==> src/rtl/io_pkg.sv <==
// Shared byte/word types and the holding-register state used by the UART word path.
package io_pkg;
  localparam int WORD_BYTES_DEFAULT = 4;

  typedef logic [7:0]  byte_t;
  typedef logic [31:0] word_t;

  typedef enum logic {
    HOLD_EMPTY = 1'b0,
    HOLD_FULL  = 1'b1
  } hold_state_t;
endpackage

==> src/rtl/word_rx_timer.sv <==
// Idle counter: counts enabled cycles since the last clear and flags expiry at
// TIMEOUT_CYCLES-1 unless a clear arrives in that same cycle.
module word_rx_timer #(
  parameter int TIMEOUT_CYCLES = 1000000
) (
  input  logic clk,
  input  logic rst,
  input  logic i_clear,
  input  logic i_enable,
  output logic o_expire
);
  localparam int CW = $clog2(TIMEOUT_CYCLES + 1);

  logic [CW-1:0] r_count;
  logic          w_at_limit;

  assign w_at_limit = (r_count == CW'(TIMEOUT_CYCLES - 1));
  assign o_expire   = i_enable && !i_clear && w_at_limit;

  always_ff @(posedge clk or posedge rst) begin
    if (rst) begin
      r_count <= '0;
    end else if (i_clear) begin
      r_count <= '0;
    end else if (i_enable) begin
      r_count <= w_at_limit ? '0 : r_count + 1'b1;
    end
  end
endmodule

==> src/rtl/word_rx.sv <==
// Reassembles LSB-first bytes into words behind a valid/ack holding register.
// Define WORD_RX_TIMEOUT_EN to discard partial words after an idle period.
module word_rx
  import io_pkg::*;
#(
  parameter int WORD_BYTES     = WORD_BYTES_DEFAULT,
  parameter int TIMEOUT_CYCLES = 1000000
) (
  input  logic                    clk,
  input  logic                    rst,
  input  byte_t                   byte_in,
  input  logic                    byte_valid,
  input  logic                    word_ack,
  output logic [8*WORD_BYTES-1:0] word_out,
  output logic                    word_valid,
  output logic                    overrun,
  output logic                    timeout,
  output logic [$clog2(WORD_BYTES)-1:0] byte_count
);
  localparam int W  = 8 * WORD_BYTES;
  localparam int CW = $clog2(WORD_BYTES);

  logic [CW-1:0] r_byte_count;
  logic [W-1:0]  r_asm;
  logic [W-1:0]  r_word_out;
  logic          r_overrun;
  hold_state_t   r_hold_state;

  hold_state_t   w_hold_next;
  logic [W-1:0]  w_word_next;
  logic          w_overrun_next;
  logic [W-1:0]  w_new_word;
  logic          w_complete;
  logic          w_expire;

  assign w_complete = byte_valid && (r_byte_count == CW'(WORD_BYTES - 1));

  // Final byte goes straight from the input so the word is usable on the completing edge.
  always_comb begin
    w_new_word           = r_asm;
    w_new_word[W-1 -: 8] = byte_in;
  end

`ifdef WORD_RX_TIMEOUT_EN
  logic r_timeout;
  logic w_timer_clear;

  assign w_timer_clear = byte_valid || (r_byte_count == '0);

  word_rx_timer #(
    .TIMEOUT_CYCLES(TIMEOUT_CYCLES)
  ) u_timer (
    .clk      (clk),
    .rst      (rst),
    .i_clear  (w_timer_clear),
    .i_enable (1'b1),
    .o_expire (w_expire)
  );

  always_ff @(posedge clk or posedge rst) begin
    if (rst) r_timeout <= 1'b0;
    else     r_timeout <= w_expire;
  end

  assign timeout = r_timeout;
`else
  logic w_unused_timeout_cfg;
  assign w_unused_timeout_cfg = (TIMEOUT_CYCLES > 0);
  assign w_expire             = 1'b0;
  assign timeout              = 1'b0;
`endif

  always_ff @(posedge clk or posedge rst) begin
    if (rst) begin
      r_byte_count <= '0;
      r_asm        <= '0;
    end else if (byte_valid) begin
      r_asm[8*int'(r_byte_count) +: 8] <= byte_in;
      r_byte_count <= w_complete ? '0 : r_byte_count + 1'b1;
    end else if (w_expire) begin
      r_byte_count <= '0;
    end
  end

  always_ff @(posedge clk or posedge rst) begin
    if (rst) begin
      r_hold_state <= HOLD_EMPTY;
      r_word_out   <= '0;
      r_overrun    <= 1'b0;
    end else begin
      r_hold_state <= w_hold_next;
      r_word_out   <= w_word_next;
      r_overrun    <= w_overrun_next;
    end
  end

  always_comb begin
    w_hold_next    = r_hold_state;
    w_word_next    = r_word_out;
    w_overrun_next = 1'b0;
    case (r_hold_state)
      HOLD_EMPTY: begin
        if (w_complete) begin
          w_hold_next = HOLD_FULL;
          w_word_next = w_new_word;
        end
      end
      HOLD_FULL: begin
        if (w_complete) begin
          // An ack on the completing edge frees the slot just in time for the new word.
          if (word_ack) w_word_next    = w_new_word;
          else          w_overrun_next = 1'b1;
        end else if (word_ack) begin
          w_hold_next = HOLD_EMPTY;
        end
      end
      default: w_hold_next = HOLD_EMPTY;
    endcase
  end

  assign word_out   = r_word_out;
  assign word_valid = (r_hold_state == HOLD_FULL);
  assign overrun    = r_overrun;
  assign byte_count = r_byte_count;
endmodule

==> config.mk <==
export PLATFORM = sky130hd
export DESIGN_NAME = word_rx
export DESIGN_NICKNAME = d
export VERILOG_FILES = /design/src/rtl/io_pkg.sv /design/src/rtl/word_rx_timer.sv /design/src/rtl/word_rx.sv
export SDC_FILE = /design/constraint.sdc
export NUM_CORES = 1
export LEC_CHECK = 0
export CORE_MARGIN = 2
export CORE_UTILIZATION = 55
export CTS_BUF_LIST = sky130_fd_sc_hd__clkbuf_8
export DETAILED_ROUTE_END_ITERATION = 7
export GPL_TIMING_DRIVEN = 0
export PLACE_DENSITY = 0.84
export SLEW_MARGIN = 0
export SYNTH_ARGS = -nofsm -noshare
export SYNTH_HDL_FRONTEND = slang
export SYNTH_SLANG_ARGS = --single-unit
==> constraint.sdc <==
create_clock -name clk -period 7.2 [get_ports clk]
set_clock_uncertainty 0.2 [all_clocks]
set_input_delay 2.16 -clock clk [delete_from_list [all_inputs] [get_ports clk]]
set_output_delay 2.16 -clock clk [all_outputs]
set_load 0.02 [all_outputs]
==> run summary <==
status: complete, no violations
Design Area, Final: 3280 sq um
vias in the first global route: 1637
row cnt: 24
CORE AREA: 4380 sq um
Sequential Area: 1500 sq um
postcts setup bufs: 0
All-Layer GR Usage: 22.1%
Worst R2R Start: byte_count[0]$_DFFE_PP0P_
die footprint: 5160 sq um
cts repair resizes: 0
CP arrival: 1.53 ns
Pint: 0.960 mW
Yosys cell types: 25
fmax: 257 MHz
worst hold slack: 0.288 ns
cell count after synthesis: 167
CTS tree: built
post-layout net count: 242
crit-path cells: clkdlybuf4s50_1
dpl cell area: 3080 sq um
Seq/Total Area, Yosys: 59.3%
Initial Utilization: 57.7%
part of the cycle the worst path needs: 54.0%
Lkg Pwr: 1.53 nW
initial antenna violation count: 0
worst vdd ir: 236 uV
CTS Hold Buffers Added: 0
WP data required: 4.84 ns
Comb pwr share: 40.1%
global-route wire length before repair: 8180 um
CP peak stage delay: 0.67 ns
worst rel slew slack: 63.7%
Worst-Skew Late Latency: 0.34 ns
Ys Warns: 0
Final Hold Vio Count: 0
routed wire length per instance: 17.7 um
H-Tree Depth: 3
asr flop ratio synth: 100%
DIE WIDTH: 71.8 um
Max Cap Viol: 0
Final ANT Viol Nets: 0
Worst Min Path Start: r_asm[7]$_DFFE_PP0P_
prevailing post-synth register cell: dfrtp_1
routability cong.: 0.759
most frequent cells in the layout: dfrtp_1, clkdlybuf4s50_1, mux2_4, nand2_1, a22o_1
startpoint types: flip-flop
layout cell share with drive strength beyond 1: 27.4%
largest area contributor in the netlist: dfrtp_1
Switching Fraction: 33.1%
Critical Path Source: byte_count[0]$_DFFE_PP0P_
Avg Vias per Cell: 5.51
post-synth top area share: 59.3%
most common cell after layout, fill and taps aside: dfrtp_1
Min Clock Period, post-route: 3.89 ns
Detailed Place HPWL: 3440 um
Buf+Inv Stages, Crit Path: 1
post-synthesis register bit count: 60
CTS clk-pin slew, worst paths: 0.06 ns
Crit path max-delay family: buffers and inverters
Top Ports: 49
sequential share of power: 38.4%
setup tns final: 0 ns
final-layout fill cell count: 275
Post-synth EDFFs: 0
diode count: 0
Synth area leaders: dfrtp_1, mux2_4, a22o_1
Crit Path Max Fanout: 7
slew of the pin with the lowest slew margin: 0.544 ns
Min-Delay Path Class: flip-flop to flip-flop
syn_nets: 184
switching pwr: 0.474 mW
Crit Path Category: flip-flop to output pin
Slew Viols, Final: 0
slowest stage cell, crit path: clkdlybuf4s50_1
via count: 1554
port bufs: 46
initial DRC count: 86
CTS Buf Count: 9
residual DRC count: 0
grt total ovfl: 0
clock power share: 21.5%
Syn Std Cell Area: 2530 sq um
largest net degree at the start of global routing: 37
DRT Pass-1 Iters: 4
CP endpoint kind: output pin
Final Setup Violations: 0
RSZ-0062 raised after global routing: no
clock sinks: 60
combined area of the multi-input logic cells: 918 sq um
Die Y: 71.8 um
pwr dens: 437 nW/um^2
clk buf depth: 2
clock root cell: clkbuf_8
Syn Area/Cell: 15.1 sq um
area grow syn2layout: 29.6%
Total Wirelength: 4990 um
-- power groups by stage --
stage	Sequential [mW]	Combinational, mW	Clock [mW]
final	0.550	0.575	0.308
after global routing	0.565	0.614	0.326
after CTS	0.552	0.582	0.312
after detailed placement	0.554	0.580	0
after global placement	0.549	0.561	0
after floorplan	0.640	0.253	0
-- sequential cells by signal (all words and copies together), names as in the netlist --
| name | cells |
|---|---|
| r_asm | 24 |
| overrun | 1 |
| byte_count | 2 |
| word_valid | 1 |
| word_out | 32 |
-- synth_stat cells, types with 2 or more instances --
library cell / count
nand2_1: 19
buf_6: 2
mux2_4: 30
nand2_2: 2
nor2_1: 2
a22o_1: 16
ha_1: 5
dfrtp_1: 60
inv_1: 4
o21ai_0: 9
buf_12: 3
mux2_2: 2
-- layer usage --
layer	vias up	part of all wire, %	global-route usage (%)	wire (um)
li1	699	-	-	-
met5	-	0	0	0
met3	15	5.6	6.05	281
met4	0	3.1	13.2	157
met2	63	48	33.4	2390
met1	777	43	28.5	2160
-- kinds of logic (layout without fill, tap and decap cells) --
logic type | count (synthesis) | after routing | synth area share (%)
other cells | 1 | 1 | 0.148
mux | 32 | 32 | 18.7
compound gates | 26 | 26 | 7.57
flops | 60 | 60 | 59.3
buf+inv | 11 | 74 | 4.35
simple gates | 32 | 32 | 7.42
fa+ha+maj | 5 | 5 | 2.47
-- layout make-up --
class | instances | share of cell area, %
repair buffers | 47 | 14.7
well taps | 52 | 1.98
clock inverters | 5 | 1.56
multi-input cells | 96 | 28.0
flip-flops and latches | 60 | 45.8
clock buffers | 11 | 4.62
inverters | 4 | 0.458
plain buffers | 7 | 2.90
-- path summary, 6_finish.rpt --
path | to | slack (ns) | depth (start not counted)
setup / recovery | byte_count[0] | 3.31 | 1
hold / removal | r_asm[7]$_DFFE_PP0P_ | 0.29 | 2
setup reg to reg | r_asm[22]$_DFFE_PP0P_ | 5.06 | 5
hold reg to reg | r_asm[7]$_DFFE_PP0P_ | 0.29 | 2
max in group asynchronous | word_out[15]$_DFFE_PP0P_ | 4.24 | 3
min in group asynchronous | word_out[1]$_DFFE_PP0P_ | 1.98 | 2
-- stage by stage --
step           setup slack (ns)  cells  power (mW)  util [%]
4_1_cts                    3.30    282        1.45      74.8
6_report                   3.31    282        1.43      74.8
3_5_place_dp               3.38    266        1.13      70.1
3_3_place_gp               2.40    265        1.11      69.7
2_1_floorplan              3.36    167       0.893         -
5_1_grt                    3.27    282        1.50      74.8
Power figures use the tool's default switching activity.
